$ cat config.mk
export PLATFORM = sky130hd
export DESIGN_NAME = sa_max_result_drain
export DESIGN_NICKNAME = d
export VERILOG_FILES = /design/src/rtl/sa_max_result_drain.sv
export SDC_FILE = /design/constraint.sdc
export NUM_CORES = 1
export LEC_CHECK = 0
export CAP_MARGIN = 20
export CORE_ASPECT_RATIO = 1.75
export CORE_MARGIN = 2
export CORE_UTILIZATION = 30
export DETAILED_ROUTE_END_ITERATION = 12
export GPL_ROUTABILITY_DRIVEN = 0
export SLEW_MARGIN = 20
export SYNTH_ARGS = -nofsm -noshare
export SYNTH_HDL_FRONTEND = slang
export SYNTH_SLANG_ARGS = --single-unit
export TNS_END_PERCENT = 30
$ cat constraint.sdc
create_clock -name clk -period 5.45 [get_ports clk]
set_input_delay 0.8175 -clock clk [delete_from_list [all_inputs] [get_ports clk]]
set_output_delay 0.8175 -clock clk [all_outputs]
set_load 0.03 [all_outputs]
$ cat src/rtl/sa_max_result_drain.sv
// Result drain for one column of max PEs: pulse result_load, snapshot the
// column's c_out values, then stream them out one row per valid/ready beat.
module sa_max_result_drain #(
    parameter  int unsigned OC_W  = 16,
    parameter  int unsigned ROWS  = 8,
    localparam int unsigned ROW_W = $clog2(ROWS)
) (
    input  logic                 clk,
    input  logic                 rst_n,
    input  logic                 window_done,
    input  logic [ROWS*OC_W-1:0] c_in,
    output logic                 result_load,
    output logic                 out_valid,
    input  logic                 out_ready,
    output logic [OC_W-1:0]      out_data,
    output logic [ROW_W-1:0]     out_row,
    output logic                 out_last,
    output logic                 busy,
    output logic                 overrun,
    input  logic                 overrun_clr
);

    localparam logic [ROW_W-1:0] LAST_ROW = ROW_W'(ROWS - 1);

    typedef enum logic [1:0] {
        IDLE   = 2'd0,
        LOAD   = 2'd1,
        CAPT   = 2'd2,
        STREAM = 2'd3
    } state_t;

    state_t           state;
    state_t           state_nxt;
    logic [ROW_W-1:0] row;
    logic             pending;
    logic [OC_W-1:0]  buffer [ROWS];

    logic             beat_taken;
    logic             final_beat;
    logic             ovr_event;

    // Handshake and error-event decode shared by next-state and datapath.
    always_comb begin
        beat_taken = (state == STREAM) && out_ready;
        final_beat = beat_taken && (row == LAST_ROW);
        ovr_event  = window_done &&
                     ((state == LOAD) || (state == CAPT) ||
                      ((state == STREAM) && pending));
    end

    // State register.
    always_ff @(posedge clk) begin
        if (!rst_n) begin
            state <= IDLE;
        end else begin
            state <= state_nxt;
        end
    end

    // Next-state logic; a request landing on the final beat reloads directly.
    always_comb begin
        state_nxt = state;
        case (state)
            IDLE:    if (window_done) state_nxt = LOAD;
            LOAD:    state_nxt = CAPT;
            CAPT:    state_nxt = STREAM;
            STREAM:  if (final_beat) state_nxt = (pending || window_done) ? LOAD : IDLE;
            default: state_nxt = IDLE;
        endcase
    end

    // Outputs decoded from the state register and the held snapshot.
    always_comb begin
        result_load = 1'b0;
        out_valid   = 1'b0;
        out_last    = 1'b0;
        out_row     = row;
        out_data    = buffer[row];
        busy        = (state != IDLE) || pending;
        case (state)
            LOAD:    result_load = 1'b1;
            STREAM: begin
                out_valid = 1'b1;
                out_last  = (row == LAST_ROW);
            end
            default: ;
        endcase
    end

    // Snapshot buffer, row counter, queued request and sticky overrun.
    always_ff @(posedge clk) begin
        if (!rst_n) begin
            row     <= '0;
            pending <= 1'b0;
            overrun <= 1'b0;
            for (int r = 0; r < int'(ROWS); r++) begin
                buffer[r] <= '0;
            end
        end else begin
            if (state == CAPT) begin
                for (int r = 0; r < int'(ROWS); r++) begin
                    buffer[r] <= c_in[r*OC_W +: OC_W];
                end
                row <= '0;
            end else if (beat_taken) begin
                row <= final_beat ? '0 : row + ROW_W'(1);
            end

            // Final beat consumes a queued request, or absorbs a coincident one.
            if (final_beat) begin
                pending <= 1'b0;
            end else if ((state == STREAM) && window_done) begin
                pending <= 1'b1;
            end

            if (ovr_event) begin
                overrun <= 1'b1;
            end else if (overrun_clr) begin
                overrun <= 1'b0;
            end
        end
    end

endmodule

After elaboration in Yosys (flattened, before gate mapping)
Memory sizes are Yosys's and may differ from the RTL's. A register that Yosys moved wholly into a read port is not among the register bits.
Index checks and enable logic that the tools add are counted.
- memories: 1
- memory bits (writable): 128
- register bits after elaboration: 7
- input bits: 133
- logic and storage cells: 60
- output and inout bits: 24
- memory list (name ; depth ; width ; read ports ; clocked after Yosys merged registers in ; wr ports ; line ; RTL):
    buffer ; 8 ; 16 ; 1 ; 1 ; 8 ; 36 ; logic [OC_W-1:0] buffer [ROWS];
- reductions and logical operators: 15
- bitwise gates (word level): 9
- $add $sub $neg: 1
- muxes and demuxes: 24
- equality and inequality tests: 6
- operators with widths (cell ; number):
    16-bit 2-to-1 mux ; 8
    1-bit 2-to-1 mux ; 10
    3-bit 2-to-1 mux ; 3
    1-bit OR ; 8
    2-bit case mux with 4 select lines ; 1
    1-bit logical AND ; 5
    2-bit equality test (second input constant) ; 2
    1-bit logical OR ; 4
    2-bit 2-to-1 mux ; 2
    2-bit != test (second input constant) ; 2
    2-bit nonzero test ; 2
    2-bit OR reduction ; 2
    3-bit by 1-bit adder with 3-bit output (second input constant) ; 1
    3-bit equality test (second input constant) ; 1
    2-bit by 1-bit equality test with 1-bit output (second input constant) ; 1
    2-bit zero test ; 1
    2-bit AND reduction ; 1
    1-bit inverter ; 1

Longest topological paths before layout
Gate-level depths: netlist of run 1.
- word-level depth: 6
- mapped depth: 5
- mapped depth without buffers: 5

Worst setup path after synthesis of run 1
OpenSTA, ideal clock, no wires.
- path kind: reg2reg
- from: register state[0]
- to: memory buffer[0][0], enable pin
- cell stages (with the launch flop): 5
- data arrival time: 4.105 ns
- clock period less this slack: 4.618 ns
- required time: 4.938 ns
- setup time: 0.512 ns
- setup slack: 0.832 ns
- path buffers: 1
- cell sequence: dfxtp_1 inv_1 ha_1 clkbuf_1 nand2b_1
- RTL lines (what ; line ; RTL):
    start, declared ; 32 ; state_t state;
    start signal, assigned ; 56 ; state <= state_nxt;
    end, declared ; 36 ;

==> results of run 1 <==
-- synth_stat cells --
cell,number,share of area
edfxtp_1,128,0.61
and3_1,97,0.096
and2_1,33,0.033
mux4_1,28,0.12
clkbuf_1,26,0.015
mux2_2,16,0.029
dfxtp_1,10,0.032
ha_1,8,0.016
a21oi_1,5,0.0040
buf_6,4,0.0071
mux4_2,4,0.014
nor2_1,4,0.0024
nor2b_1,4,0.0040
inv_1,3,0.0018
nand2_1,3,0.0018
buf_1,2,0.0012
nand2b_1,2,0.0020
a21boi_0,1,0.0012
a21o_1,1,0.0012
clkbuf_2,1,0.00079
mux2i_1,1,0.0016
nand3_1,1,0.00079
nand3b_1,1,0.0012
nand4b_1,1,0.0014
nor3_1,1,0.00079
o21ai_0,1,0.00079
o311a_1,1,0.0016
o31ai_1,1,0.0012
o41ai_1,1,0.0014
or4b_1,1,0.0016
-- metal layers --
layer	part of all wire	vias up
li1	-	1837
met1	0.42	1943
met5	0	-
met3	0.036	24
met4	0.029	0
met2	0.51	105
-- power groups by stage --
stage,sequential [W],clock (W),combinational [W]
detailed placement,0.00158,0,0.000762
CTS,0.00156,0.00105,0.000763
finish,0.00155,0.00103,0.000764
floorplan,0.00154,0,0.000471
global route,0.00157,0.00109,0.000821
global placement,0.00157,0,0.000737
-- state kept, by name (all words and copies together), names as in the netlist, named ones only --
name and cells:
overrun 1, buffer 128, pending 1, state 2, out_row 3
-- area by class of cell --
cell class / instances / area (sq um)
flip-flops and latches: 138 / 4050
diodes: 1 / 2.50
repair buffers: 160 / 1610
multi-input cells: 216 / 2110
fillers: 1879 / 12100
well taps: 252 / 315
inverters: 3 / 11.3
clock inverters: 14 / 100
clock buffers: 18 / 429
-- kinds of logic (layout without fill, tap and decap cells) --
kind of cell               Yosys count  count (layout)  synth area share
muxes                               49              49             0.161
AOI/OAI and AO/OA                   11              11            0.0113
other                                0               1                 0
DFF                                138             138             0.641
and+or+nand+nor                    148             148             0.145
adders and majority gates            8               8            0.0159
buffers and inverters               36             195            0.0264
-- per-stage QoR --
stage / area [sq um] / worst slack, ns / utilization / power [W]
floorplan: 6310 / 0.832 / - / 0.00201
global placement: 8060 / 2.06 / 0.388 / 0.00230
detailed placement: 8060 / 1.97 / 0.388 / 0.00234
CTS: 8590 / 1.51 / 0.414 / 0.00337
global route: 8620 / 1.48 / 0.415 / 0.00348
finish: 8620 / 1.58 / 0.415 / 0.00334
-- worst reg2reg max path: cells and delay by family, from the launching register on --
kind,cells,cell delay (ns)
AND/OR/NAND/NOR,1,0.52
buffers and inverters,2,0.71
adder cells (fa/ha/maj),1,0.23
flip-flops,1,0.35
-- path summary, 6_finish.rpt --
check / endpoint
worst max-delay path: out_data[7]
worst min-delay path: out_row[2]$_SDFFE_PP0N_
worst max register to register: buffer[5][15]$_SDFFCE_PN0P_
worst min register to register: out_row[2]$_SDFFE_PP0N_
==> metrics, run 1 <==
run status=finished clean; share of post-route cells with drive strength above 1=0.109; CTS tree=done; worst path required time=4.63 ns; Top-Level Pins=157; initial antenna violation count=1; Tmin final=3.87 ns; drt wl/cell=20.3 microns; met1 usage=0.182; drt total wl=16,300 microns; worst-path fanout max=32; clock power share=0.308; clk_lat worst skew=0.42 ns; Setup Fix Bufs, Post-CTS=0; critical path class=flip-flop to primary output; number of global-route vias before repair=4,130; Peak VDD IR=0.222 mV; vias per cell=4.87; Die Ht=196 microns; commonest non-fill, non-tap cell in the layout=clkdlybuf4s50_1; M2 GR Usage=0.243; Pwr Density=387 nW/um^2; worst slew pin tran=1.05 ns; crit-path cells=mux4_1 -> mux2_2 -> clkdlybuf4s50_1; worst min path class=flip-flop to flip-flop; hold slack=0.514 ns; GR peak layer=met2; Sum Neg Setup Slack=0 ns; Total GRT Usage=0.146; antenna viol nets, final=0; core area=20,800 sq um; Reg2Reg Setup Slack=3.24 ns; dpl hpwl=11,400 microns; Syn. warnings=0; Layout area overhead=36.6%; crit start category=flip-flop; RSZ-0062 raised after global routing=no; Flop pwr share=0.463; worst hold start=out_row[2]$_SDFFE_PP0N_; Final Setup Violations=0; CTS resizes=0; Die W=114 microns; commonest non-fill, non-tap cells in the layout=clkdlybuf4s50_1, edfxtp_1, and3_1, and2_1, mux4_1; crit end category=primary output; Nets=677; DR DRC count=0; Critical Path Max Stage Delay=1.01 ns; Post-CTS Hold Buffers=0; Psw=0.000941 W; Slowest cell on crit path=dfxtp_2; worst reg2reg path depth=4; internal power=0.00240 W; number of DRC markers in iteration 0=210; Post-Synthesis Cells=390; site row count=70; first-pass GRT wire length=23,900 microns; worst hold stages=2; Max-Cap Viols=0; H-tree depth=4; Mapped Area=6310 sq um; buffers from clock root to sink, at most=2; Hold Violations, Final=0; crit share post-route=0.709; Switching Share=0.282; WP depth=3; placed insts=768; P_leak=3.47 nW; Comb power frac=0.229; routing usage on met3=0.0293; Synth Register Bits=138; RR Startpoint=state[0]$_SDFFE_PN0P_; DRT Pass-1 Iters=4; CP bufs+invs=1; Port Buf Inserts=156; Root Driver=clkbuf_16; clock skew=0.00379 ns; Num CTS Buffers=17; number of distinct library cells after synthesis=30; Post-Synthesis Net Count=531; post-synthesis sequential area ratio=0.641; Worst-path clk slew=0.06 ns; Starting Density=0.304; gr ovfl total=0; final cell count without fillers=802; worst rel slew slack=0.300; Final Slew Violations=0; Worst Path Arrival=3.05 ns; Sink Count=138; full die area=22,300 sq um; Crit path max-delay family=flip-flops; DR vias=3,909; largest net degree at the start of global routing=131; Post-Syn Area per Cell=16.2 sq um; Max Freq=259 MHz
Power figures use the tool's default switching activity.
==> run 2, diff against run 1 <==
==> constraint.sdc (replaced) <==
create_clock -name clk -period 3.6 [get_ports clk]
set_input_delay 0.54 -clock clk [delete_from_list [all_inputs] [get_ports clk]]
set_output_delay 0.54 -clock clk [all_outputs]
set_load 0.03 [all_outputs]
==> run 2 against run 1 <==
Effect of this change:
- clock power grew 50%
- die area stayed put
- largest cell class unchanged
- non-clock buffer count is 3 higher
- count of clock-buffer cells in the layout fell by 1
- routed wire length down 6.1%
- flip-flop and latch count stayed put
- highest routed layer unchanged
- worst hold slack worse by 0.014 ns
- cell count grew 0.25%
- cell area up 0.29%
==> metrics, run 2 (synthesized netlist as in run 1, its figures left out) <==
run status=finished clean; n_diodes=0 (-1); crit end category=primary output; core area=20,800 sq um (unchanged); Starting Density=0.304 (unchanged); CTS resizes=0 (unchanged); Setup Fix Bufs, Post-CTS=0 (unchanged); commonest non-fill, non-tap cell in the layout=clkdlybuf4s50_1; Die Ht=196 microns (unchanged); Reg area=4050 sq um (unchanged); share of post-route cells with drive strength above 1=0.114 (+0.00484); clock skew=0.00964 ns (+0.00585 ns); placed cell area=8120 sq um (+0.68%); Reg2Reg Setup Slack=1.60 ns (-1.64 ns); Final Setup Violations=0 (unchanged); Post-CTS Hold Buffers=0 (unchanged); worst path required time=3.06 ns (-1.57 ns); Hold Violations, Final=0 (unchanged); crit share post-route=0.952; Tmin final=3.43 ns; worst slew pin tran=0.935 ns (-0.115 ns); worst-path fanout max=18 (-44%); DRT Pass-1 Iters=5 (+1); Final Instance Area=8650 sq um (+0.29%); crit start category=flip-flop; Sum Neg Setup Slack=0 ns (unchanged); worst rel slew slack=0.377 (+0.0769); Sink Count=138 (unchanged); footprint of the multi-input gates=2110 sq um (unchanged); drt total wl=15,300 microns (-6.1%); RSZ-0062 raised after global routing=no; number of flip-flops in the largest register=128 (unchanged); Peak VDD IR=0.328 mV (+48%); buffers from clock root to sink, at most=2 (unchanged); Biggest register=buffer; worst reg2reg path depth=4 (unchanged); Worst-path clk slew=0.06 ns (about the same); commonest non-fill, non-tap cells in the layout=clkdlybuf4s50_1, edfxtp_1, and3_1, and2_1, mux4_1; number of DRC markers in iteration 0=249 (+19%); Max-Cap Viols=0 (unchanged); P_leak=3.50 nW (+0.79%); clk_lat worst skew=0.42 ns (about the same); Num CTS Buffers=17 (unchanged); worst hold stages=2 (unchanged); gr ovfl total=0 (unchanged); H-tree depth=4 (unchanged); Root Driver=clkbuf_16; number of global-route vias before repair=4,148 (+0.44%); dpl hpwl=10,800 microns (-5.4%); DR vias=3,805 (-2.7%); antenna viol nets, final=0 (unchanged); critical path class=flip-flop to primary output; Final Slew Violations=0 (unchanged); Worst Path Arrival=2.89 ns (-0.16 ns); largest net degree at the start of global routing=131 (unchanged); Nets=680 (+0.44%); drt wl/cell=19.0 microns (-6.3%); Layout area overhead=37.0%; full die area=22,300 sq um (unchanged); site row count=70 (unchanged); Top-Level Pins=157 (unchanged); DR DRC count=0 (unchanged); CTS tree=done; Port Buf Inserts=156 (unchanged); vias per cell=4.73 (-2.9%); Total GRT Usage=0.141 (-0.00472); Max Freq=292 MHz; worst min path class=flip-flop to flip-flop; Fill cells=1,864 (-0.80%); Die W=114 microns (unchanged); first-pass GRT wire length=23,300 microns (-2.4%); Pwr Density=580 nW/um^2 (+50%); initial antenna violation count=0 (-1)
run 2: changes by cell type in the layout (fill, tap and decap cells not counted), sizes merged:
cell	delta
clkinv	+5
buf	+3
clkinvlp	-3
clkbuf	-1
diode	-1
inv	-1
run 2: through the flow:
step / power [W] / instances / util / hold slack (ns) / setup WS [ns]
final: 0.00501 / 804 / 0.417 / 0.500 / 0.172
after global routing: 0.00527 / 804 / 0.417 / 0.537 / 0.0812
after CTS: 0.00508 / 804 / 0.417 / 0.510 / 0.140
after detailed placement: 0.00352 / 772 / 0.391 / 0.502 / 0.596
after global placement: 0.00347 / 772 / 0.391 / 0.496 / 0.596
after floorplan: 0.00302 / 390 / - / 0.500 / 0.521
run 2: critical path: stages (launching register included):
cell             delay (ns)
dfxtp_2                0.71
buf_12                 0.25
mux4_1                 0.57
mux2_2                 0.28
clkdlybuf4s50_1        0.64
run 2: where the power goes:
| part | total [W] | switching, W | internal (W) |
|---|---|---|---|
| clock network | 0.00155 | 0.000675 | 0.000876 |
| logic | 0.00116 | 0.000612 | 0.000550 |
| registers | 0.00230 | 0.000107 | 0.00219 |
| total | 0.00501 | 0.00139 | 0.00362 |
run 2: layout make-up:
cell class / instances / share of cell area
Timing Repair Buffer: 163 / 0.189
Inverter: 3 / 0.00130
Sequential cell: 138 / 0.468
Clock inverter: 15 / 0.0120
Tap cell: 252 / 0.0365
Clock buffer: 17 / 0.0492
Multi-Input combinational cell: 216 / 0.244
run 2: path summary, 6_finish.rpt:
kind,endpoint,startpoint
worst min-delay path,flip-flop,out_row[1]$_SDFFE_PP0N_
worst max-delay path,out_data[7],flip-flop
worst min register to register,flip-flop,out_row[1]$_SDFFE_PP0N_
worst max register to register,buffer[4][3]$_SDFFCE_PN0P_,state[0]$_SDFFE_PN0P_
run 2: layer usage:
layer	vias up	GRT usage	share of wire	routed length [microns]
met3	18	0.0315	0.032	492
met4	0	0.0506	0.020	311
li1	1840	-	-	-
met1	1856	0.164	0.40	6030
met5	-	0	0	0
met2	91	0.254	0.55	8430
==> run 3, diff against run 2 <==
--- a/config.mk
+++ b/config.mk
@@ -8,9 +8,10 @@
 export CAP_MARGIN = 20
 export CORE_ASPECT_RATIO = 1.75
 export CORE_MARGIN = 2
-export CORE_UTILIZATION = 30
+export CORE_UTILIZATION = 47
 export DETAILED_ROUTE_END_ITERATION = 12
 export GPL_ROUTABILITY_DRIVEN = 0
+export PLACE_DENSITY = 0.77
 export SLEW_MARGIN = 20
 export SYNTH_ARGS = -nofsm -noshare
 export SYNTH_HDL_FRONTEND = slang
==> run 3 against run 2 <==
Effect of this change:
- global-route usage is 6.1 points higher
- power increased by 2.1%
- critical path depth unchanged
- sequential power is essentially flat
- combinational power is essentially flat
- flip-flop and latch count stayed put
- sequential share of layout area increased by 0.44 points
- worst hold slack better by 0.0066 ns
- register-to-register slack worse by 0.19 ns
- non-clock buffer count is 2 lower
- die area decreased by 35%
- via count up 1.7%
- critical endpoint is now out_data[4]
- highest routed layer unchanged
==> metrics, run 3 (synthesized netlist as in run 1, its figures left out) <==
run status=finished clean; Starting Density=0.477 (+0.173); Final Setup Violations=0 (unchanged); worst slew pin tran=0.935 ns (-0.000115 ns); Setup Fix Bufs, Post-CTS=0 (unchanged); Psw=0.00137 W (-2.1%); initial antenna violation count=0 (unchanged); worst rel slew slack=0.377 (about the same); drt wl/cell=20.0 microns (+5.1%); Comb power frac=0.225 (-0.007); crit share post-route=0.891 (-0.0607); crit-path cells=buf_12 -> mux4_1 -> mux2_2 -> clkdlybuf4s50_1; post-route setup slack=0.391 ns (+0.218 ns); Layout area overhead=35.7%; share of post-route cells with drive strength above 1=0.104 (-0.0103); Worst-path clk slew=0.06 ns (about the same); Critical Path Max Stage Delay=0.61 ns (-0.10 ns); number of global-route vias before repair=3,957 (-4.6%); crit start category=flip-flop; Post-CTS Hold Buffers=0 (unchanged); Fill cells=948 (-49%); DR DRC count=0 (unchanged); DR vias=3,868 (+1.7%); internal power=0.00375 W (+3.7%); antenna viol nets, final=0 (unchanged); largest net degree at the start of global routing=131 (unchanged); vias per cell=5.35 (+13%); Final Slew Violations=0 (unchanged); commonest non-fill, non-tap cell in the layout=clkdlybuf4s50_1; full die area=14,400 sq um (-35%); DRT Pass-1 Iters=4 (-1); first-pass GRT wire length=21,400 microns (-8.3%); worst path required time=3.06 ns (about the same); Nets=678 (-0.29%); Crit path max-delay family=multiplexers; Sum Neg Setup Slack=0 ns (unchanged); CTS tree=done; dpl hpwl=9530 microns (-12%); core area=13,200 sq um (-36%); Sink Count=138 (unchanged); Tmin final=3.21 ns (-0.218 ns); site row count=56 (-20%); n_diodes=0 (unchanged); RSZ-0062 raised after global routing=no; Biggest register=buffer; buffers from clock root to sink, at most=2 (unchanged); number of DRC markers in iteration 0=348 (+40%); Pwr Density=598 nW/um^2 (+3.0%); Hold Violations, Final=0 (unchanged); Total GRT Usage=0.202 (+0.0607); Slowest cell on crit path=clkdlybuf4s50_1; Peak VDD IR=0.394 mV (+20%); H-tree depth=4 (unchanged); crit end category=primary output; critical path class=flip-flop to primary output; Die Ht=157 microns (-20%); gr ovfl total=0 (unchanged); Max-Cap Viols=0 (unchanged); number of flip-flops in the largest register=128 (unchanged); worst min path class=flip-flop to flip-flop; clock skew=0.00567 ns (-0.00397 ns); P_leak=3.48 nW (-0.37%); Worst Path Arrival=2.67 ns (-0.22 ns); clk_lat worst skew=0.41 ns (about the same); CTS resizes=0 (unchanged); Flop pwr share=0.453 (-0.006); Switching Share=0.267 (-0.0115); Top-Level Pins=157 (unchanged); Root Driver=clkbuf_16; commonest non-fill, non-tap cells in the layout=clkdlybuf4s50_1, edfxtp_1, and3_1, and2_1, mux4_1; CP bufs+invs=2 (unchanged); clock power share=0.322 (+0.013); worst-path fanout max=26 (+8); Reg2Reg Setup Slack=1.41 ns (-0.19 ns); Die W=91.6 microns (-19%); pre-CTS WS=0.826 ns (+0.230 ns); drt total wl=14,400 microns (-5.5%); Port Buf Inserts=156 (unchanged); Max Freq=312 MHz (+6.8%); Num CTS Buffers=17 (unchanged)
==> run 3: tightest hold or removal path, stage by stage (launching register included) <==
cell,delay (ns)
dfxtp_1,0.32
nand2_1,0.06
a21oi_1,0.07
==> run 3: metrics by stage <==
step                      utilization  hold slack, ns  area, sq um  cells  total power [W]
after floorplan                     -           0.500         6310    390          0.00302
after global placement          0.604           0.495         8000    692          0.00344
after detailed placement        0.604           0.497         8000    692          0.00349
after CTS                       0.647           0.505         8560    723          0.00514
after global routing            0.647           0.527         8560    723          0.00531
final                           0.647           0.506         8560    723          0.00512
==> run 3: path summary, 6_finish.rpt <==
path / endpoint / cells after the start / startpoint
worst max-delay path: out_data[4] / 4 / flip-flop
worst min-delay path: out_row[1]$_SDFFE_PP0N_ / 2 / out_row[1]$_SDFFE_PP0N_
worst max register to register: buffer[5][13]$_SDFFCE_PN0P_ / 4 / state[0]$_SDFFE_PN0P_
worst min register to register: out_row[1]$_SDFFE_PP0N_ / 2 / out_row[1]$_SDFFE_PP0N_
==> run 3: power by group through the flow <==
stage | sequential (W) | combinational (W) | clock [W]
floorplan | 0.00231 | 0.000715 | 0
finish | 0.00232 | 0.00115 | 0.00165
global route | 0.00235 | 0.00123 | 0.00173
detailed placement | 0.00234 | 0.00115 | 0
CTS | 0.00232 | 0.00116 | 0.00167
global placement | 0.00233 | 0.00111 | 0
==> run 3: metal layers <==
metal	routed length [microns]	GRT usage	vias up
met4	282	0.0837	0
li1	-	-	1838
met2	7390	0.328	137
met3	594	0.0407	19
met5	0	0	-
met1	6160	0.267	1874
==> run 3: final cells by class <==
type,instances,area (sq um),area share
well taps,174,218,0.0254
clock inverters,12,128,0.0149
repair buffers,161,1620,0.189
inverters,3,11.3,0.00131
flip-flops and latches,138,4050,0.472
multi-input cells,216,2110,0.246
clock buffers,19,433,0.0505
